`src/rtl/servo_sweep_ctrl.sv`:
```
// Purpose : ping-pong angle sequencer for the radar scan head. Steps the servo
//           0..ANGLE_MAX..0, derives the PWM high time for each angle, waits
//           for mechanical settling, then runs a req/done handshake with the
//           ranging stage.
// Latency : meas_req rises SETTLE_CYCLES edges after SETTLE entry; point_valid
//           one edge after meas_done is sampled; new angle one edge later.
// Backpr. : the sweep stalls in MEASURE until meas_done (or the optional
//           timeout); enable low parks it in IDLE with angle/dir held.
//
// Ports   : clk, rst (async, active high)
//           enable       - run the sweep
//           meas_done    - ranging stage finished (only looked at in MEASURE)
//           meas_req     - level request, high for the whole MEASURE state
//           angle        - current angle in degrees
//           pulse_width  - servo high time in clk cycles (stable outside STEP)
//           dir          - 0 = increasing, 1 = decreasing
//           point_valid  - one-cycle strobe: angle holds a completed measurement
//           meas_timeout - one-cycle strobe: handshake aborted
//
// Build option: define SERVO_SWEEP_TIMEOUT_EN to abort a handshake after
// MEAS_TIMEOUT cycles; otherwise MEASURE waits forever and meas_timeout is 0.

module servo_sweep_ctrl #(
  parameter int unsigned BASE_WIDTH    = 16000,
  parameter int unsigned WIDTH_PER_DEG = 277,
  parameter int unsigned ANGLE_MAX     = 180,
  parameter int unsigned SETTLE_CYCLES = 2700000,
  parameter int unsigned MEAS_TIMEOUT  = 1350000
) (
  input  logic        clk,
  input  logic        rst,
  input  logic        enable,
  input  logic        meas_done,
  output logic        meas_req,
  output logic [7:0]  angle,
  output logic [19:0] pulse_width,
  output logic        dir,
  output logic        point_valid,
  output logic        meas_timeout
);

  // One counter serves both the settle wait and (when built in) the handshake
  // timeout; it is cleared on entry to each state, so it is sized for the
  // larger of the two limits.
  localparam int unsigned CNT_LIMIT = (SETTLE_CYCLES > MEAS_TIMEOUT) ? SETTLE_CYCLES : MEAS_TIMEOUT;
  localparam int          CW        = (CNT_LIMIT > 1) ? $clog2(CNT_LIMIT) : 1;

  localparam logic [CW-1:0] SETTLE_LAST = CW'(SETTLE_CYCLES - 1);
  localparam logic [7:0]    AMAX        = 8'(ANGLE_MAX);
  localparam logic [19:0]   BASE_W      = 20'(BASE_WIDTH);
  localparam logic [19:0]   STEP_W      = 20'(WIDTH_PER_DEG);

  typedef enum logic [1:0] {
    IDLE,
    SETTLE,
    MEASURE,
    STEP
  } state_e;

  state_e        state_q, state_d;
  logic [CW-1:0] cnt_q, cnt_d;
  logic [7:0]    angle_q, angle_d;
  logic          dir_q, dir_d;
  logic [19:0]   pw_q, pw_d;
  logic          pv_q, pv_d;

`ifdef SERVO_SWEEP_TIMEOUT_EN
  localparam logic [CW-1:0] TIMEOUT_LAST = CW'(MEAS_TIMEOUT - 1);
  logic to_q, to_d;
`endif

  always_comb begin
    state_d = state_q;
    cnt_d   = cnt_q;
    angle_d = angle_q;
    dir_d   = dir_q;
    pw_d    = pw_q;
    pv_d    = 1'b0;
`ifdef SERVO_SWEEP_TIMEOUT_EN
    to_d    = 1'b0;
`endif

    unique case (state_q)
      IDLE: begin
        if (enable) begin
          state_d = SETTLE;
          cnt_d   = '0;
        end
      end

      SETTLE: begin
        if (!enable) begin
          state_d = IDLE;
        end else if (cnt_q == SETTLE_LAST) begin
          state_d = MEASURE;
          cnt_d   = '0;
        end else begin
          cnt_d = cnt_q + CW'(1);
        end
      end

      MEASURE: begin
        // meas_done is checked first so it wins over a coincident timeout.
        if (meas_done) begin
          pv_d    = 1'b1;
          state_d = enable ? STEP : IDLE;
`ifdef SERVO_SWEEP_TIMEOUT_EN
        end else if (cnt_q == TIMEOUT_LAST) begin
          to_d    = 1'b1;
          state_d = enable ? STEP : IDLE;
        end else begin
          cnt_d = cnt_q + CW'(1);
`endif
        end
      end

      STEP: begin
        // Endpoints reverse in place: the next point is one step back inside
        // the range, so each endpoint is measured once per reversal.
        if (!dir_q) begin
          if (angle_q < AMAX) begin
            angle_d = angle_q + 8'd1;
          end else begin
            dir_d   = 1'b1;
            angle_d = AMAX - 8'd1;
          end
        end else begin
          if (angle_q != 8'd0) begin
            angle_d = angle_q - 8'd1;
          end else begin
            dir_d   = 1'b0;
            angle_d = 8'd1;
          end
        end
        // Only place the PWM compare value moves, so the servo sees a stable
        // width for the whole settle interval.
        pw_d    = BASE_W + ({12'd0, angle_d} * STEP_W);
        state_d = SETTLE;
        cnt_d   = '0;
      end

      default: state_d = IDLE;
    endcase
  end

  always_ff @(posedge clk or posedge rst) begin
    if (rst) begin
      state_q <= IDLE;
      cnt_q   <= '0;
      angle_q <= 8'd0;
      dir_q   <= 1'b0;
      pw_q    <= BASE_W;
      pv_q    <= 1'b0;
`ifdef SERVO_SWEEP_TIMEOUT_EN
      to_q    <= 1'b0;
`endif
    end else begin
      state_q <= state_d;
      cnt_q   <= cnt_d;
      angle_q <= angle_d;
      dir_q   <= dir_d;
      pw_q    <= pw_d;
      pv_q    <= pv_d;
`ifdef SERVO_SWEEP_TIMEOUT_EN
      to_q    <= to_d;
`endif
    end
  end

  // Decoded straight from the state register so reset drops it immediately.
  assign meas_req    = (state_q == MEASURE);
  assign angle       = angle_q;
  assign dir         = dir_q;
  assign pulse_width = pw_q;
  assign point_valid = pv_q;
`ifdef SERVO_SWEEP_TIMEOUT_EN
  assign meas_timeout = to_q;
`else
  assign meas_timeout = 1'b0;
`endif

endmodule

```
`config.mk`:
```
export PLATFORM = sky130hd
export DESIGN_NAME = servo_sweep_ctrl
export DESIGN_NICKNAME = d
export VERILOG_FILES = /design/src/rtl/servo_sweep_ctrl.sv
export SDC_FILE = /design/constraint.sdc
export NUM_CORES = 1
export LEC_CHECK = 0
export ABC_AREA = 1
export CORE_MARGIN = 5
export CORE_UTILIZATION = 55
export CTS_BUF_LIST = sky130_fd_sc_hd__clkbuf_2 sky130_fd_sc_hd__clkbuf_4 sky130_fd_sc_hd__clkbuf_8
export DETAILED_ROUTE_END_ITERATION = 8
export GPL_TIMING_DRIVEN = 0
export PLACE_DENSITY = 0.79
export SYNTH_ARGS = -nofsm -noshare
export SYNTH_HDL_FRONTEND = slang
export SYNTH_SLANG_ARGS = --single-unit
```
`constraint.sdc`:
```
create_clock -name clk -period 3.95 [get_ports clk]
set_clock_uncertainty 0.2 [all_clocks]
set_input_delay 0.395 -clock clk [delete_from_list [all_inputs] [get_ports clk]]
set_output_delay 0.395 -clock clk [all_outputs]
set_load 0.01 [all_outputs]
```
; ---- After elaboration in Yosys (flattened, before gate mapping)
; Index checks and enable logic that the tools add are counted.
[word_totals]
ff_bits = 54
output_inout_bits = 32
wordCells = 44
[classes]
add_sub_neg = 4
n_mul = 1
order_cmp = 1
n_eq_ne = 8
muxes = 19
reduce_logical = 5
[ops]
columns = cell, n
row1 = $mux 22, 3
row2 = $pmux 22 s3, 1
row3 = $mux 8, 4
row4 = $add 22x1->22 const B, 1
row5 = $eq 22x22->1 const B, 1
row6 = $add 14x17->18 const A, 1
row7 = $mul 8x9->17 const B, 1
row8 = $mux 2, 5
row9 = $add 8x1->8 const B, 1
row10 = $lt 8x8->1 const B, 1
row11 = $pmux 2 s4, 1
row12 = $reduce_bool 8->1, 1
row13 = $sub 8x1->8 const B, 1
row14 = $ne 2x2->1 const B, 3
row15 = $reduce_and 3->1, 2
row16 = $mux 1, 5
row17 = $eq 2x2->1 const B, 2
row18 = $ne 3x3->1 const B, 1
row19 = $reduce_bool 3->1, 1
row20 = $eq 2x1->1 const B, 1
row21 = $logic_not 2->1, 1

; ---- Logic depth before layout (Yosys ltp)
[logic_depth]
depth_word = 6
mapped_depth = 24
ltp_nobuf = 24

; ---- Least setup slack after synthesis
; No wires, ideal clock.
[synth_path]
path_kind = reg2reg
start = reg angle_q[0] (netlist: angle[0])
end = reg pw_q[16] (netlist: pulse_width[16])
setup_ps = 118
arrival_ps = 3768
required_time_ps = 3632
slack_ps = -136
stages_incl_launch_ff = 21
path_cell_list = dfrtp_1 -> inv_1 -> ha_1 -> nand3_1 -> nor2_2 -> nor2_2 -> nand2_1 -> o21ai_2 -> inv_1 -> fa_1 -> inv_1 -> fa_1 -> fa_1 -> ha_1 -> nand2_1 -> nor2_1 -> nand3_1 -> nand3_1 -> nand2_1 -> nand3_1 -> nand2_1
[synth_between]
elab_chain_cells = 6
[synth_rtl]
columns = item, line_no
row1 = "start, declared", 62  ; logic [7:0] angle_q, angle_d;
row2 = "start signal, assigned", 160  ; angle_q <= angle_d;
row3 = $add 8x1->8 (tied with other cells), 122  ; angle_d = angle_q + 8'd1;
row4 = "$mux 8, on equally long branches", "121, 128"
row5 = $mux 8 (*), 120  ; if (!dir_q) begin
row6 = $mux 8 (*), 83  ; unique case (state_q)
row7 = $mul 8x9->17 (*), 137  ; pw_d = BASE_W + ({12'd0, angle_d} * STEP_W);
row8 = $add 14x17->18 (*), 137
row9 = "end signal, assigned", 162  ; pw_q <= pw_d;
row10 = "end, declared", 64  ; logic [19:0] pw_q, pw_d;
; Mark *: on every way between the ends. The rest lies on a longest branch, timed or not. The select of a mux whose other input is x is not followed.
; A chain may end at the register's enable or synchronous reset.

; ---- Worst setup path in the final report
[layout_path]
start = reg angle_q[2] (netlist: angle[2])
end = reg pw_q[15] (netlist: pulse_width[15])
; Same word-level chain as after synthesis.

==> impl_metrics.sql <==
INSERT INTO impl_metrics (metric_group, metric, value, unit) VALUES
('status', 'status', 'finished, violations left', ''),
('status', 'failing_checks', 'negative setup slack', ''),
('detailed_routing', 'ant_nets', '0', ''),
('timing', 'final.hold.worst_slack', '0.1366', 'ns'),
('synthesis', 'ys.warnings.count', '0', ''),
('timing', 'final_hold_viol_count', '0', ''),
('detailed_routing', 'route.vias.total', '4351', ''),
('synthesis', 'seq_area_frac_synth', '0.2920', ''),
('clocking', 'cts.htree.levels', '2', ''),
('detailed_routing', 'drt_first_pass_iters', '5', ''),
('grt', 'grt_pass1_vias', '4171', ''),
('worst_setup_path', 'worstPathArrival', '4.08', 'ns'),
('final_layout', 'final_layout_size_suffix_gt1_frac', '0.2648', ''),
('placement', 'placement.io_buffers', '32', ''),
('floorplan', 'design.portCount', '36', ''),
('placement', 'hpwlAfterDp', '7876', 'um'),
('floorplan', 'chipWidth', '98.53', 'um'),
('detailed_routing', 'wl', '12330', 'um'),
('timing', 'layout_setup_ws', '-0.1265', 'ns'),
('clocking', 'cts.sinks', '50', ''),
('worst_setup_path', 'worstRegToRegCells', '21', ''),
('placement', 'dp.cells', '728', ''),
('timing', 'layout_worst_path_cycle_share', '1.032', ''),
('timing', 'fmaxAchievable', '245.3', 'MHz'),
('power', 'power.leakage', '2.625', 'nW'),
('final_layout', 'postLayoutCoreUtil', '0.7339', ''),
('clocking', 'clkTransAtPathRegs', '0.11', 'ns'),
('detailed_routing', 'route.detailed.drc', '0', ''),
('synthesis', 'synth-edff-count', '0', ''),
('flow_run', 'maxCapViolations', '0', ''),
('power', 'ir_drop', '487.3', 'uV'),
('worst_setup_path', 'critical_path.startpoint_type', 'flip-flop', ''),
('timing', 'grt_setup_unrepaired', 'true', ''),
('detailed_routing', 'first_iter_violations', '324', ''),
('timing', 'fin_crit', '4.076', 'ns'),
('final_layout', 'layout-area-overhead-vs-synth', '30.89', '%'),
('floorplan', 'fp.coreArea', '0.007687', 'mm2'),
('detailed_routing', 'avgRoutedWirePerCell', '16.16', 'um'),
('synthesis', 'synthArstFlopShare', '1.000', ''),
('synthesis', 'synth_cells', '591', ''),
('timing', 'maxSlewHeadroom', '0.5522', ''),
('synthesis', 'synth_top_area_share', '0.2554', ''),
('timing', 'timing_worst_slew_pin_value', '0.6717', 'ns'),
('floorplan', 'die-area', '0.009707', 'mm2'),
('final_layout', 'fin_nets', '723', ''),
('worst_setup_path', 'cp-end-kind', 'flip-flop', ''),
('worst_setup_path', 'timing.critical_path.fanout_max', '7', ''),
('worst_hold_path', 'hp-class', 'in -> async', ''),
('detailed_routing', 'vias_per_cell', '5.702', ''),
('power', 'powerDensity', '639.9', 'mW/mm2'),
('worst_setup_path', 'required_time_at_the_endpoint_of_the_critical_path', '3.95', 'ns'),
('floorplan', 'die_h', '98.53', 'um'),
('timing', 'setup_viol_count_final', '7', ''),
('synthesis', 'synth_cell_type_count', '38', ''),
('grt', 'groute.usage.overall', '0.2358', ''),
('final_layout', 'final.fill_count', '588', ''),
('synthesis', 'yosys-top-cells-count', 'sky130_fd_sc_hd__nand2_1, sky130_fd_sc_hd__inv_1, sky130_fd_sc_hd__nor2_1', ''),
('worst_setup_path', 'worstSetupPathType', 'reg -> reg', ''),
('synthesis', 'yosys.cell_count.top_type', 'sky130_fd_sc_hd__nand2_1', ''),
('grt', 'grt-ovfl-total', '0', ''),
('synthesis', 'ys_seq_elements', '50', ''),
('placement', 'gp_routability_congestion', '0.9302', ''),
('floorplan', 'initial_core_util', '0.5607', ''),
('synthesis', 'netlist.top_cell.by_area', 'sky130_fd_sc_hd__dfrtp_1', ''),
('final_layout', 'cell_area_after_layout', '0.005642', 'mm2'),
('grt', 'largest_net_degree_at_the_start_of_global_routing', '39', ''),
('floorplan', 'num_rows', '32', ''),
('clocking', 'tritoncts', 'done', ''),
('clocking', 'cts-root-buf', 'sky130_fd_sc_hd__clkbuf_8', ''),
('clocking', 'cts_made_buffers', '5', ''),
('grt', 'wire_length_of_the_first_global_routing_pass', '18790', 'um'),
('final_layout', 'insertedDiodeCount', '0', ''),
('placement', 'placedInstanceArea', '0.004811', 'mm2'),
('placement', 'pre_cts_ws', '-0.4617', 'ns'),
('synthesis', 'synth.area.top_cells', 'sky130_fd_sc_hd__dfrtp_1, sky130_fd_sc_hd__ha_1, sky130_fd_sc_hd__nand2_1', ''),
('final_layout', 'fin_cells', '763', ''),
('synthesis', 'postSynthAreaPerCell', '7.293', 'um2'),
('clocking', 'cts_max_path_buffers', '2', ''),
('clocking', 'clkLatencyLatePin', '0.32', 'ns'),
('grt', 'grt_antenna_before_repair', '0', ''),
('timing', 'report.final.slew_viol_count', '0', ''),
('synthesis', 'ys_dominant_reg_cell', 'sky130_fd_sc_hd__dfrtp_1', ''),
('synthesis', 'syn_area', '0.004310', 'mm2');
## final timing paths
check,start,end,slack [ns]
setup reg to reg,angle[2],pulse_width[15],-0.13
setup / recovery,angle[2],pulse_width[15],-0.13
hold reg to reg,pulse_width[13],pulse_width[13],0.27
hold / removal,rst,cnt_q[14],0.14
max in group asynchronous,rst,pulse_width[12],2.83
min in group clk,pulse_width[13],pulse_width[13],0.27
## per-layer routing
metal	GRT usage	vias up	routed length, um
met2	0.3905	212	5851
met3	0.03255	40	982
met1	0.3129	2055	5113
met5	0	-	0
li1	-	2044	-
met4	0.09139	0	385
## worst max-delay path, cell delays in order (launching register included)
cell                         delay [ns]
sky130_fd_sc_hd__dfrtp_1           0.40
sky130_fd_sc_hd__buf_6             0.15
sky130_fd_sc_hd__nor2_4            0.15
sky130_fd_sc_hd__nand2_2           0.10
sky130_fd_sc_hd__nor2_4            0.18
sky130_fd_sc_hd__inv_1             0.09
sky130_fd_sc_hd__nand3_1           0.10
sky130_fd_sc_hd__nand2_2           0.08
sky130_fd_sc_hd__nand2_4           0.15
sky130_fd_sc_hd__clkinvlp_4        0.18
sky130_fd_sc_hd__fa_1              0.55
sky130_fd_sc_hd__inv_1             0.05
sky130_fd_sc_hd__ha_1              0.33
sky130_fd_sc_hd__ha_4              0.27
sky130_fd_sc_hd__ha_4              0.31
sky130_fd_sc_hd__nand2_2           0.12
sky130_fd_sc_hd__nor2_4            0.15
sky130_fd_sc_hd__nand3_2           0.09
sky130_fd_sc_hd__nand3_1           0.09
sky130_fd_sc_hd__nand2_1           0.05
sky130_fd_sc_hd__nand3_1           0.08
sky130_fd_sc_hd__nand2_1           0.06
## final cells by class
type                    instances  area (um2)  share of cell area
well taps                     102       127.6             0.02262
flip-flops and latches         50        1264              0.2240
clock buffers                   6       82.58             0.01464
inverters                      82       325.3             0.05766
multi-input cells             446        3182              0.5640
clock inverters                 2       17.52            0.003105
repair buffers                 60       550.5             0.09758
plain buffers                  15       92.59             0.01641
## stage by stage
step	TNS (ns)	power (mW)
2_1_floorplan	0	1.992
3_3_place_gp	-2.984	2.471
3_5_place_dp	-3.513	2.513
4_1_cts	-0.1401	3.166
5_1_grt	-1.921	3.884
6_report	-0.6152	3.610
## what timing repair did
item                                    in CTS  in global routing
endpoints found under the hold margin        0                  0
hold buffers                                 0                  0
pin swaps                                   29                 37
buffers inserted                            17                 11
resized for setup                           64                 56
endpoints found under the setup margin      11                 11
gates cloned                                 0                  0
## layout by cell type (no fill, tap or decap), drive strengths merged
cell,n
nand2,155
inv,80
nor2,72
ha,50
nand3,48
dfrtp,44
buf,37
o21ai,36
clkdlybuf4s50,32
nand4,21
a21oi,20
clkbuf,12
nor3,10
fa,9
xor2,6
dfstp,6
xnor2,5
or2,3
conb,3
clkinv,3
o21bai,2
and3,1
nor4,1
a21boi,1
and2,1
clkinvlp,1
o31ai,1
o211a,1
## flip-flops by register name (all words and copies together) (netlist names)
signal and cells:
cnt_q 22, state_q 2, angle 8, point_valid 1, pulse_width 16, dir 1
## kinds of logic after synthesis
family,after synthesis,share of synthesized area
AND/OR/NAND/NOR,312,0.3196
buffers and inverters,97,0.09376
AO/OA/AOI/OAI,61,0.08447
adder cells (fa/ha/maj),59,0.1869
flip-flops,50,0.2920
XOR/XNOR,11,0.02235
other,1,0.0008700
## power breakdown
| group | total (mW) | internal [mW] | switching, mW |
|---|---|---|---|
| sequential | 0.743 | 0.643 | 0.101 |
| combinational | 2.52 | 1.08 | 1.44 |
| clock | 0.345 | 0.145 | 0.200 |
| total | 3.61 | 1.87 | 1.74 |
Note: power is estimated with default switching activity, not from simulation.
